[src/rtl/tetris_pkg.sv]
// Shared board geometry, cell layout and fetch FSM state encoding.
package tetris_pkg;

    localparam int BOARD_W = 10;
    localparam int BOARD_H = 20;

    // One board cell: flags in the top nibble, RGB444 color below.
    typedef logic [15:0] cell_t;

    localparam int CELL_RGB_LSB   = 0;
    localparam int CELL_RGB_W     = 12;
    localparam int CELL_FLAGS_LSB = 12;
    localparam int CELL_FLAGS_W   = 4;

    // Flag nibble stamped on cells that belong to the falling piece.
    localparam logic [3:0] PIECE_FLAG = 4'h1;

    typedef enum logic [1:0] {
        ST_IDLE  = 2'd0,
        ST_FETCH = 2'd1,
        ST_DRAIN = 2'd2
    } fetch_state_t;

    // Assemble a cell from its flag nibble and color.
    function automatic cell_t make_cell(input logic [3:0] flags, input logic [11:0] rgb);
        return {flags, rgb};
    endfunction

endpackage

[src/rtl/board_row_fetch_piece_hit.sv]
// Combinational test: does any of the four piece blocks sit on (col, row)?
import tetris_pkg::*;

module piece_hit (
    input  logic [3:0] col,
    input  logic [7:0] row,
    input  logic       piece_valid,
    input  logic [3:0] piece_x [4],
    input  logic [4:0] piece_y [4],
    output logic       hit
);

    logic [3:0] block_hit;

    genvar gi;
    generate
        for (gi = 0; gi < 4; gi++) begin : g_block
            assign block_hit[gi] = (piece_x[gi] == col) && ({3'b000, piece_y[gi]} == row);
        end
    endgenerate

    assign hit = piece_valid & (|block_hit);

endmodule

[src/rtl/board_row_fetch.sv]
// Fetches one board row from the synchronous board RAM, overlays the
// latched falling piece, and publishes the assembled row with a strobe.
import tetris_pkg::*;

module board_row_fetch #(
    parameter int BOARD_W = tetris_pkg::BOARD_W,
    parameter int BOARD_H = tetris_pkg::BOARD_H
) (
    input  logic        Clk,
    input  logic        reset,
    input  logic        LD_Row,
    input  logic [7:0]  rowNum,
    output logic [7:0]  mem_addr,
    output logic        mem_rd_en,
    input  logic [15:0] mem_rdata,
    input  logic        piece_valid,
    input  logic [3:0]  piece_x [4],
    input  logic [4:0]  piece_y [4],
    input  logic [11:0] piece_color,
    output cell_t       Row [BOARD_W],
    output logic        rowReady,
    output logic        busy,
    output logic        overrun
);

    localparam logic [3:0] LAST_COL = 4'(BOARD_W - 1);

    fetch_state_t state_q, state_d;
    logic [3:0]   col_q, col_d;
    logic [7:0]   row_q, row_d;
    logic [3:0]   px_q [4];
    logic [3:0]   px_d [4];
    logic [4:0]   py_q [4];
    logic [4:0]   py_d [4];
    logic [11:0]  pcolor_q, pcolor_d;
    logic         pvalid_q, pvalid_d;
    cell_t        shadow_q [BOARD_W];
    cell_t        shadow_d [BOARD_W];
    cell_t        row_out_q [BOARD_W];
    cell_t        row_out_d [BOARD_W];
    logic         row_ready_q, row_ready_d;
    logic         overrun_q, overrun_d;
    logic         ld_prev_q, ld_prev_d;

    logic         request;
    logic [3:0]   cap_col;
    logic         cap_hit;
    cell_t        cap_cell;

    // Only the rising edge of the request level starts a fetch.
    assign request = LD_Row & ~ld_prev_q;

    // RAM data lags the address by one cycle, so the cell being captured is
    // one column behind the address; in DRAIN it is the last column.
    assign cap_col = (state_q == ST_DRAIN) ? LAST_COL : 4'(col_q - 4'd1);

    piece_hit u_piece_hit (
        .col         (cap_col),
        .row         (row_q),
        .piece_valid (pvalid_q),
        .piece_x     (px_q),
        .piece_y     (py_q),
        .hit         (cap_hit)
    );

    assign cap_cell = cap_hit ? make_cell(PIECE_FLAG, pcolor_q) : cell_t'(mem_rdata);

    // RAM address and enable follow state, row and column directly.
    always_comb begin
        mem_rd_en = 1'b0;
        mem_addr  = 8'd0;
        if (state_q == ST_FETCH) begin
            mem_rd_en = 1'b1;
            mem_addr  = 8'(row_q * 8'(BOARD_W)) + {4'b0000, col_q};
        end
    end

    // Next-state logic: edge detect, fetch sequencing, capture and publish.
    always_comb begin
        state_d     = state_q;
        col_d       = col_q;
        row_d       = row_q;
        px_d        = px_q;
        py_d        = py_q;
        pcolor_d    = pcolor_q;
        pvalid_d    = pvalid_q;
        shadow_d    = shadow_q;
        row_out_d   = row_out_q;
        row_ready_d = 1'b0;
        overrun_d   = overrun_q;
        ld_prev_d   = LD_Row;

        case (state_q)
            ST_IDLE: begin
                if (request) begin
                    if (rowNum < 8'(BOARD_H)) begin
                        // Latch the piece so a move mid-fetch cannot tear the row.
                        row_d    = rowNum;
                        px_d     = piece_x;
                        py_d     = piece_y;
                        pcolor_d = piece_color;
                        pvalid_d = piece_valid;
                        col_d    = 4'd0;
                        state_d  = ST_FETCH;
                    end else begin
                        // Off-board rows are drawn blank without touching RAM.
                        for (int i = 0; i < BOARD_W; i++) begin
                            row_out_d[i] = '0;
                        end
                        row_ready_d = 1'b1;
                    end
                end
            end
            ST_FETCH: begin
                if (col_q != 4'd0) begin
                    shadow_d[cap_col] = cap_cell;
                end
                if (col_q == LAST_COL) begin
                    col_d   = 4'd0;
                    state_d = ST_DRAIN;
                end else begin
                    col_d = col_q + 4'd1;
                end
            end
            ST_DRAIN: begin
                shadow_d[LAST_COL] = cap_cell;
                row_out_d          = shadow_d;
                row_ready_d        = 1'b1;
                state_d            = ST_IDLE;
            end
            default: begin
                state_d = ST_IDLE;
            end
        endcase

        // A new request while busy is dropped but remembered.
        if (request && (state_q != ST_IDLE)) begin
            overrun_d = 1'b1;
        end
    end

    // State registers; reset aborts any fetch and blanks the published row.
    always_ff @(posedge Clk) begin
        if (reset) begin
            state_q     <= ST_IDLE;
            col_q       <= 4'd0;
            row_q       <= 8'd0;
            pcolor_q    <= 12'd0;
            pvalid_q    <= 1'b0;
            row_ready_q <= 1'b0;
            overrun_q   <= 1'b0;
            ld_prev_q   <= 1'b0;
            for (int i = 0; i < 4; i++) begin
                px_q[i] <= 4'd0;
                py_q[i] <= 5'd0;
            end
            for (int i = 0; i < BOARD_W; i++) begin
                shadow_q[i]  <= '0;
                row_out_q[i] <= '0;
            end
        end else begin
            state_q     <= state_d;
            col_q       <= col_d;
            row_q       <= row_d;
            px_q        <= px_d;
            py_q        <= py_d;
            pcolor_q    <= pcolor_d;
            pvalid_q    <= pvalid_d;
            shadow_q    <= shadow_d;
            row_out_q   <= row_out_d;
            row_ready_q <= row_ready_d;
            overrun_q   <= overrun_d;
            ld_prev_q   <= ld_prev_d;
        end
    end

    genvar gi;
    generate
        for (gi = 0; gi < BOARD_W; gi++) begin : g_row_out
            assign Row[gi] = row_out_q[gi];
        end
    endgenerate

    assign rowReady = row_ready_q;
    assign busy     = (state_q != ST_IDLE);
    assign overrun  = overrun_q;

endmodule
[config.mk]
export PLATFORM = sky130hd
export DESIGN_NAME = board_row_fetch
export DESIGN_NICKNAME = d
export VERILOG_FILES = /design/src/rtl/tetris_pkg.sv /design/src/rtl/board_row_fetch_piece_hit.sv /design/src/rtl/board_row_fetch.sv
export SDC_FILE = /design/constraint.sdc
export NUM_CORES = 1
export LEC_CHECK = 0
export BUFFER_PORTS_ARGS = -buffer_cell sky130_fd_sc_hd__buf_2
export CAP_MARGIN = 20
export CORE_AREA = 2 2 169 171
export DETAILED_ROUTE_END_ITERATION = 6
export DIE_AREA = 0 0 171 173
export GPL_TIMING_DRIVEN = 0
export PLACE_DENSITY = 0.75
export SLEW_MARGIN = 20
export SYNTH_ARGS = -nofsm -noshare
export SYNTH_HDL_FRONTEND = slang
export SYNTH_SLANG_ARGS = --single-unit
[constraint.sdc]
create_clock -name Clk -period 2.8 [get_ports Clk]
set_input_delay 0.42 -clock Clk [delete_from_list [all_inputs] [get_ports Clk]]
set_output_delay 0.42 -clock Clk [all_outputs]
set_load 0.005 [all_outputs]
# After elaboration in Yosys (flattened, before gate mapping)
# Index checks and enable logic that the tools add are counted.
# op_classes
addsub,3
multipliers,1
magnitude_cmp,3
eq_ne,16
n_mux,23
bitwise,4
reduce_logical,19
# ops
operator,n
160-bit two-way mux,2
160-bit case mux with 2 select lines,1
160-bit bitwise mux,1
16-bit demux with 4-bit select,1
16-bit two-way mux,3
5-bit by 8-bit equality test with 1-bit output,4
16-bit case mux with 2 select lines,1
4-bit equality test,4
4-bit two-way mux,4
3-bit AND reduction,4
8-bit by 4-bit adder with 8-bit output,1
"8-bit by 5-bit less-than comparator with 1-bit output, second input constant",1
"8-bit by 3-bit multiplier with 7-bit output, second input constant",1
8-bit two-way mux,1
4-bit case mux with 2 select lines,1
2-bit nonzero test,4
1-bit logical AND,6
2-bit two-way mux,3
"2-bit inequality test, second input constant",3
"5-bit >= comparator, second input constant",1
"5-bit by 1-bit less-than comparator with 1-bit output, second input constant",1
4-bit inverter with 5-bit output,1
"4-bit by 1-bit adder with 4-bit output, second input constant",1
"4-bit equality test, second input constant",1
13 further kinds,18
# totals
register_bits,386
in_bits,76

# Depth between registers and ports, before layout
# Gate-level depths: netlist of run 1.
# depth
depth_word,10
mapped_depth,14

# Hierarchy
# A second synthesis of run 1 with hierarchy kept.
# hier_totals
hier_cells,1377
hier_area_um2,14009.7
# modules_own_cells
mod,n_inst,cells_per_inst,area_each_um2,seq_area_each_um2
board_row_fetch,1,1324,13568.0,7407.1
piece_hit,1,53,441.7,0.0

# Least setup slack after synthesis of run 1
# Ideal clock, no wire load.
# synth_timing
kind,register to register
start,reg col_q[0]
end,reg row_out_q (netlist bit Row[10])
arrival_time_ns,2.945
t_required_ns,2.669
slack_ns,-0.276
path_stages_with_launch,14
period_less_slack_ns,3.076
cell_sequence,dfxtp_1 clkbuf_1 inv_1 ha_1 buf_2 xor2_1 a32o_1 a32oi_1 nor4_1 o41a_1 buf_4 buf_8 mux2i_4 o21ai_0
# synth_via
elab_chain_cells,8
# synth_rtl
element,line_no,rtl
from (decl),board_row_fetch.sv:29,"logic [3:0] col_q, col_d;"
from (signal assigned),board_row_fetch.sv:163,col_q <= col_d;
4-bit by 1-bit subtractor with 4-bit output (*),board_row_fetch.sv:55,assign cap_col = (state_q == ST_DRAIN) ? LAST_COL : 4'(col_q - 4'd1);
4-bit two-way mux (*),board_row_fetch.sv:55,
4-bit equality test,board_row_fetch_piece_hit.sv:18,"assign block_hit[gi] = (piece_x[gi] == col) && ({3'b000, piece_y[gi]} == row);"
1-bit logical AND,board_row_fetch_piece_hit.sv:18,
4-bit OR reduction (*),board_row_fetch_piece_hit.sv:22,assign hit = piece_valid & (|block_hit);
1-bit AND (*),board_row_fetch_piece_hit.sv:22,
16-bit two-way mux (*),board_row_fetch.sv:66,"assign cap_cell = cap_hit ? make_cell(PIECE_FLAG, pcolor_q) : cell_t'(mem_rdata);"
160-bit case mux with 2 select lines (*),board_row_fetch.sv:93,case (state_q)
to (signal assigned),board_row_fetch.sv:170,row_out_q <= row_out_d;
to (decl),board_row_fetch.sv:39,cell_t row_out_q [BOARD_W];
# Every way passes the cells marked *; elsewhere a longest branch is shown, timed or not.
# A chain may end at the register's enable or synchronous reset.

# Worst setup path after layout of run 1
# layout_timing
start,reg col_q[0]
end,reg shadow_q[107] (netlist name)
# layout_via
elab_chain_cells,8
# layout_rtl
element,line_no,rtl
4-bit by 1-bit subtractor with 4-bit output,board_row_fetch.sv:55,
4-bit two-way mux,board_row_fetch.sv:55,
4-bit inverter with 5-bit output (implied by the code) or 4-bit equality test (tied branches),"board_row_fetch.sv:116, board_row_fetch_piece_hit.sv:18",
"5-bit >= comparator (implied by the code), or another cell as far along",board_row_fetch.sv:116,shadow_d[cap_col] = cap_cell;
1-bit logical AND (implied by the code) or 4-bit OR reduction (tied branches),"board_row_fetch.sv:116, board_row_fetch_piece_hit.sv:22",
16-bit two-way mux (implied by the code) or 1-bit AND (tied branches),"board_row_fetch.sv:116, board_row_fetch_piece_hit.sv:22",
16-bit demux with 4-bit select or 16-bit two-way mux (tied branches),"board_row_fetch.sv:116, board_row_fetch.sv:66",
160-bit bitwise mux,board_row_fetch.sv:116,
to (signal assigned),board_row_fetch.sv:169,shadow_q <= shadow_d;
to (decl),board_row_fetch.sv:37,cell_t shadow_q [BOARD_W];
# Several ways; a longest one is shown, not always the timed one.

==> results of run 1 <==
[power groups by stage]
stage / registers (µW) / clock network (µW) / logic (µW)
final: 5290 / 4790 / 575
after global routing: 5280 / 5010 / 605
after CTS: 5280 / 4800 / 543
after detailed placement: 5400 / 0 / 432
after global placement: 5400 / 0 / 426
after floorplan: 5400 / 0 / 230
[per-stage QoR]
stage	setup slack, ns	hold WS [ns]	instance area (µm²)	TNS (ns)	power [µW]
global route	-0.318	0.143	18000	-33.66	10900
floorplan	0.0384	0.437	13700	0	5630
CTS	-0.168	0.130	17700	-9.09	10600
detailed placement	-0.961	0.444	15500	-177.50	5840
global placement	-0.976	0.440	15400	-176.31	5830
finish	-0.259	0.134	18000	-23.22	10600
[synthesized netlist by cell type (2+ instances only)]
cell,n
a32o_1,4
xor2_1,25
a21oi_1,73
mux2i_2,6
nor4_1,9
dfxtp_1,370
nor3_1,4
mux2i_4,6
nand3b_1,14
and2_1,4
xnor2_1,18
a32oi_1,4
a211oi_2,6
ha_1,13
o22ai_1,7
nand2b_1,15
nor2_1,286
fa_1,2
inv_1,15
nor3b_1,3
buf_2,5
buf_1,13
o21ai_0,18
clkbuf_1,110
or2_2,2
or3_1,3
a211oi_1,112
nand2_1,148
nand3_1,6
a2bb2oi_1,12
a21o_1,3
a22oi_1,144
nor2b_1,16
[area by class of cell]
| class | count | area [µm²] |
|---|---|---|
| fillers | 2228 | 9620 |
| well taps | 378 | 473 |
| repair buffers | 282 | 1820 |
| inverters | 15 | 61.3 |
| multi-input cells | 977 | 6500 |
| plain buffers | 128 | 588 |
| clock buffers | 56 | 1080 |
| flip-flops and latches | 370 | 7420 |
| clock inverters | 8 | 68.8 |
[worst max-delay path by stage]
stage / depth (start not counted) / end / slack, ns
finish: 15 / shadow_q[107]$_SDFFE_PP0P_ / -0.26
global route: 12 / Row[7]$_SDFFE_PP0P_ / -0.32
CTS: 15 / shadow_q[153]$_SDFFE_PP0P_ / -0.17
detailed placement: 11 / Row[1]$_SDFFE_PP0P_ / -0.96
global placement: 11 / Row[4]$_SDFFE_PP0P_ / -0.98
floorplan: 13 / shadow_q[86]$_SDFFE_PP0P_ / 0.04
[metal layers]
metal  routed length [µm]  part of all wire, %  track usage, %
met4                 1640                  3.7            9.89
met2                21400                   48            49.0
met5                    0                    0               0
met1                18400                   41            38.6
met3                 3220                  7.2            4.23
[sequential cells by signal, indices dropped and copies added (netlist names)]
signal and flops:
ld_prev_q 1, row_q 8, pcolor_q 12, state_q 2
rowReady 1, Row 160, overrun 1, pvalid_q 1
shadow_q 144, py_q 20, col_q 4, px_q 16
[worst max-delay path, cell delays in order (launching register included)]
cell and delay (ns):
dfxtp_4 0.36, clkbuf_16 0.13, inv_6 0.03, ha_4 0.23, buf_8 0.13, xor2_2 0.13, a32o_1 0.23, a32oi_1 0.20
nor4_1 0.08, o41a_1 0.44, buf_8 0.16, buf_12 0.14, buf_12 0.13, mux2i_4 0.19, buf_12 0.17, a211oi_1 0.19
[repair_timing]
action,4_1_cts,5_1_grt
pin swaps,27,17
hold buffers,0,0
gates resized for setup,134,73
cloned,4,0
hold endpoints to repair,0,0
buffers inserted,30,8
endpoints found under the setup margin,219,185
[cell usage in the layout, fill, tap and decap left out, drive strengths merged, types with 3 or more instances in the layout]
cell / Yosys / final
a211oi: 118 / 118
a21o: 3 / 3
a21oi: 74 / 74
a22oi: 144 / 144
a2bb2oi: 12 / 12
a32o: 4 / 4
a32oi: 4 / 4
and2: 4 / 4
buf: 20 / 299
clkbuf: 110 / 166
clkinv: 0 / 6
dfxtp: 370 / 370
ha: 13 / 13
inv: 15 / 16
mux2i: 13 / 13
nand2: 148 / 148
nand2b: 15 / 15
nand3: 6 / 6
nand3b: 14 / 14
nor2: 287 / 287
nor2b: 16 / 16
nor3: 5 / 5
nor3b: 3 / 3
nor4: 10 / 10
o21ai: 19 / 19
o22ai: 7 / 7
or2: 3 / 3
or3: 3 / 3
xnor2: 18 / 18
xor2: 25 / 25
[cells by family after synthesis]
family                   after synthesis
AND/OR/NAND/NOR                      518
flip-flops                           370
multiplexers                          13
XOR/XNOR                              43
adder cells (fa/ha/maj)               15
AO/OA/AOI/OAI                        388
buffers and inverters                145
==> results.json, run 1 <==
{
  "outcome": "finished with violations",
  "violations": "setup timing",
  "cp.arrival_ns": 3.49,
  "drv_cap": 0,
  "yosys.area_share.adder_pct": 1.48,
  "synth-compound-area-share_pct": 20.0,
  "cts.sinks": 370,
  "synth_xor_area_share_pct": 2.75,
  "holdPathStages": 3,
  "netlist_area_mm2": 0.0137,
  "r2r.worst_path.cells": 15,
  "synth-edff-count": 0,
  "intPower_uw": 8220,
  "fp.dieW_um": 171,
  "grt_max_degree": 14,
  "skew_ns": 0.0159,
  "synth_top_area_cell": "dfxtp_1",
  "ant_nets": 0,
  "hold_viol_final": 0,
  "synth_top_area_share_pct": 54.0,
  "ys_ff_latch": 370,
  "dr.pass1.iters": 5,
  "tritoncts": "yes",
  "drive_gt1_share_pct": 28.3,
  "clkTransAtPathRegs_ns": 0.06,
  "critPathMaxFanout": 10,
  "htreeDepth": 2,
  "timing.rr.end": "shadow_q[107]$_SDFFE_PP0P_",
  "ys_seq_area_share_pct": 54.0,
  "startpoint_type": "flop",
  "core_mm2": 0.0276,
  "worstSetupPathType": "reg2reg",
  "required_ns": 3.23,
  "muxShareOfSynthArea_pct": 1.66,
  "r2r-start": "col_q[0]$_SDFFE_PP0P_",
  "dp_hpwl_um": 28500,
  "initialDrtViolationCount": 1151,
  "ys_async_sr_fraction_pct": 0,
  "vias_per_cell": 5.63,
  "finish.utilization_pct": 65.2,
  "clkLatencyLatePin_ns": 0.52,
  "slew_headroom_pct": 40.8,
  "clk_root_buffer_cell": "clkbuf_16",
  "dr_total_vias": 12500,
  "synth_top_family_by_area": "compound AO/OA/AOI/OAI gates",
  "finalWirelength_um": 44700,
  "num_io_pins": 248,
  "switchingPower_uw": 2430,
  "drcViolationCount": 0,
  "peakVddDrop_v": 0.000413,
  "period_share_pct": 109,
  "grt_pass1_wl_um": 67600,
  "hold_start": "piece_y[3]",
  "avgRoutedWirePerCell_um": 20.2,
  "placed_cells": 2114,
  "p_clk_share_pct": 45.0,
  "synthesis.instances": 1492,
  "grt_use_total_pct": 29.2,
  "worst_setup_path_end_kind": "flop",
  "core.rowCount": 61,
  "initial_core_util_pct": 49.6,
  "grt_overflow": 0,
  "r2r_setup_slack_ns": -0.26,
  "grt_pass1_vias": 12100,
  "stdcell_count": 2214,
  "finalMaxSlewViolations": 0,
  "p_leak_uw": 0.00690,
  "synth_top_flop_cell": "dfxtp_1",
  "layout_setup_ws_ns": -0.259,
  "final-setup-viol-count": 162,
  "clock_path_buffers": 3,
  "tightest_slew_ns": 0.888,
  "yosys_warnings": 0,
  "seqPwrFrac_pct": 49.6,
  "numCtsBuffers": 38,
  "n_antenna_cell": 0,
  "hold_end": "py_q[3]$_SDFFE_PP0P_",
  "syn-num-nets": 1583,
  "worstHoldPathType": "in2reg",
  "gp_congestion": 0.845,
  "die_h_um": 173,
  "combPwrFrac_pct": 5.4,
  "port_buffers": 244,
  "startpoint": "col_q[0]$_SDFFE_PP0P_",
  "synth.area.top_cells": "dfxtp_1 54%, a22oi_1 7.9%, nor2_1 7.8%, a211oi_1 6.1%, nand2_1 4.1%",
  "dieArea_mm2": 0.0296,
  "post-route-min-period_ns": 3.06,
  "power_per_cell_area_mw_per_mm2": 591,
  "antenna_found_initial": 0,
  "synth.distinct_cells": 49,
  "avgSynthCellArea_um2": 9.19,
  "p_sw_share_pct": 22.8,
  "rsz0062_at_grt": "true",
  "fin_nets": 1903,
  "fmax_mhz": 327,
  "synth-simple-area-share_pct": 15.9,
  "area_delta_synth_final_pct": 31.4
}
Power figures use the tool's default switching activity.
==> run 2, diff against run 1 <==
--- a/config.mk
+++ b/config.mk
@@ -6,12 +6,12 @@
 export NUM_CORES = 1
 export LEC_CHECK = 0
 export BUFFER_PORTS_ARGS = -buffer_cell sky130_fd_sc_hd__buf_2
-export CAP_MARGIN = 20
-export CORE_AREA = 2 2 169 171
+export CORE_AREA = 2 2 166 168
+export CTS_BUF_LIST = sky130_fd_sc_hd__clkbuf_2 sky130_fd_sc_hd__clkbuf_4 sky130_fd_sc_hd__clkbuf_8
 export DETAILED_ROUTE_END_ITERATION = 6
-export DIE_AREA = 0 0 171 173
+export DIE_AREA = 0 0 168 170
 export GPL_TIMING_DRIVEN = 0
-export PLACE_DENSITY = 0.75
+export PLACE_DENSITY = 0.77
 export SLEW_MARGIN = 20
 export SYNTH_ARGS = -nofsm -noshare
 export SYNTH_HDL_FRONTEND = slang
==> run 2 against run 1 <==
Compared with the run above:
- the flow finishes with violations (DRC, setup timing)
- critical path depth unchanged
- sequential share of layout area shrank 0.86 points
- cell area grew 2.1%
- sequential cell count unchanged
- cell count grew 0.59%
- combinational power shrank 1%
- first-iteration DRC count shrank 4.5%
- register-to-register slack got worse by 0.04 ns
- die area decreased by 3.5%
- clock power grew 10%
- critical path type unchanged
- largest cell class unchanged
==> results.json, run 2 (synthesis results as in run 1) <==
{
  "ant_nets": 0,
  "outcome": "finished with violations",
  "fill_cells": 1990,
  "tritoncts": "yes",
  "drive_gt1_share_pct": 32.0,
  "skew_ns": 0.0277,
  "initialDrtViolationCount": 1099,
  "core_mm2": 0.0267,
  "startpoint_type": "flop",
  "finish.utilization_pct": 69.0,
  "port_buffers": 244,
  "fmax_mhz": 322,
  "dp_hpwl_um": 28000,
  "r2r_setup_slack_ns": -0.30,
  "htreeDepth": 2,
  "grt_max_degree": 15,
  "path_buf_inv": 7,
  "hold_viol_final": 0,
  "grt_pass1_vias": 12100,
  "multi_input_area_mm2": 0.00666,
  "period_share_pct": 111,
  "peakVddDrop_v": 0.000385,
  "core.rowCount": 60,
  "fp.dieW_um": 168,
  "cts.sinks": 370,
  "clock_path_buffers": 3,
  "fin_nets": 1928,
  "numCtsBuffers": 58,
  "drv_cap": 0,
  "layout_setup_ws_ns": -0.302,
  "r2r-start": "col_q[0]$_SDFFE_PP0P_",
  "avgRoutedWirePerCell_um": 20.3,
  "cp.arrival_ns": 3.61,
  "dpl_cell_area_mm2": 0.0154,
  "rsz0062_at_grt": "true",
  "mostFrequentLayoutCell": "dfxtp_1",
  "grt_use_total_pct": 29.8,
  "dr_total_vias": 12700,
  "worstSetupPathType": "reg2reg",
  "vias_per_cell": 5.72,
  "seqCellArea_mm2": 0.00742,
  "stdcell_area_mm2": 0.0184,
  "grt_overflow": 0,
  "worst-path-stages": 15,
  "startpoint": "col_q[0]$_SDFFE_PP0P_",
  "slew_headroom_pct": 37.1,
  "worst_setup_path_end_kind": "flop",
  "finalMaxSlewViolations": 0,
  "dieArea_mm2": 0.0286,
  "timing.rr.end": "shadow_q[152]$_SDFFE_PP0P_",
  "gp_congestion": 0.839,
  "power_per_cell_area_mw_per_mm2": 605,
  "grt_pass1_wl_um": 66300,
  "num_io_pins": 248,
  "critPathTopFamily": "compound AO/OA/AOI/OAI gates",
  "drcViolationCount": 1,
  "tightest_slew_ns": 0.944,
  "required_ns": 3.31,
  "clkTransAtPathRegs_ns": 0.07,
  "cpPeakStageDelay_ns": 0.45,
  "finalWirelength_um": 45200,
  "antenna_found_initial": 2,
  "p_leak_uw": 0.00711,
  "r2r.worst_path.cells": 15,
  "crit_path_end": "shadow_q[152]$_SDFFE_PP0P_",
  "initial_core_util_pct": 51.4,
  "die_h_um": 170,
  "largest_reg_flops": 160,
  "post-route-min-period_ns": 3.10,
  "worstHoldPathType": "in2reg",
  "mostFrequentLayoutCells": "364 x dfxtp_1, 285 x nor2_1, 247 x buf_2",
  "critPathMaxFanout": 10,
  "crit_slowest_cell": "o41a_1",
  "violations": "DRC, setup timing",
  "area_delta_synth_final_pct": 34.2,
  "clk_root_buffer_cell": "clkbuf_8",
  "crit_chain": "clkbuf_16 > inv_4 > ha_4 > buf_8 > xor2_1 > a32o_1 > a32oi_2 > nor4_2 > o41a_1 > buf_8 > buf_12 > buf_16 > mux2i_4 > buf_12 > a211oi_4",
  "final-setup-viol-count": 161,
  "dr.pass1.iters": 7,
  "clkLatencyLatePin_ns": 0.62
}
==> run 2: per-layer routing <==
layer	up-vias	wire length, µm	global-route usage (%)
met5	-	24	0
met4	4	1640	11.5
met2	636	21300	49.4
met3	129	4050	6.91
met1	6084	18200	37.8
li1	5896	-	-
==> run 2: repair_timing <==
action / 4_1_cts / 5_1_grt
hold buffers: 0 / 0
buffers inserted: 33 / 7
endpoints found under the setup margin: 172 / 164
gates resized for setup: 123 / 114
gates cloned: 1 / 2
pin swaps: 37 / 21
==> run 2: worst register-to-register path: cells and delay by family, from the launching register on <==
family	cells	cell delay, ns
buf+inv	7	0.91
fa+ha+maj	1	0.23
mux	1	0.20
simple gates	1	0.09
xor+xnor	1	0.14
compound gates	4	1.09
flops	1	0.36
==> run 2: metrics by stage <==
step	worst slack (ns)	instances	hold slack, ns	total power, µW	setup TNS [ns]
finish	-0.302	2227	0.0477	11100	-29.34
global route	-0.378	2226	0.0409	11400	-41.47
CTS	-0.227	2219	0.0357	11100	-17.68
detailed placement	-0.982	2077	0.448	5830	-175.84
global placement	-0.927	2077	0.433	5820	-164.43
floorplan	0.0384	1492	0.437	5630	0
==> run 2: where the power goes <==
group	total (µW)	leakage (µW)	internal, µW	switching, µW
registers	5280	0.00298	5270	11.1
logic	569	0.00339	183	387
clock network	5280	0.000734	3060	2220
total	11100	0.00711	8520	2610
==> run 2: worst min path at each step <==
| stage | start | end | slack, ns | depth (start not counted) |
|---|---|---|---|---|
| floorplan | pvalid_q$_SDFFE_PP0P_ | pvalid_q$_SDFFE_PP0P_ | 0.44 | 2 |
| global placement | Row[2]$_SDFFE_PP0P_ | Row[2]$_SDFFE_PP0P_ | 0.43 | 2 |
| detailed placement | pvalid_q$_SDFFE_PP0P_ | pvalid_q$_SDFFE_PP0P_ | 0.45 | 2 |
| CTS | piece_y[0] | py_q[0]$_SDFFE_PP0P_ | 0.04 | 3 |
| global route | piece_y[5] | py_q[5]$_SDFFE_PP0P_ | 0.04 | 3 |
| finish | piece_color[6] | pcolor_q[6]$_SDFFE_PP0P_ | 0.05 | 3 |
==> run 2: cell type report <==
class / count / area share [%]
multi-input cells: 977 / 36.2
clock inverters: 17 / 1.05
well taps: 341 / 2.32
diodes: 1 / 0.0136
inverters: 15 / 0.320
repair buffers: 286 / 10.0
flip-flops and latches: 370 / 40.4
plain buffers: 129 / 3.31
clock buffers: 91 / 6.43
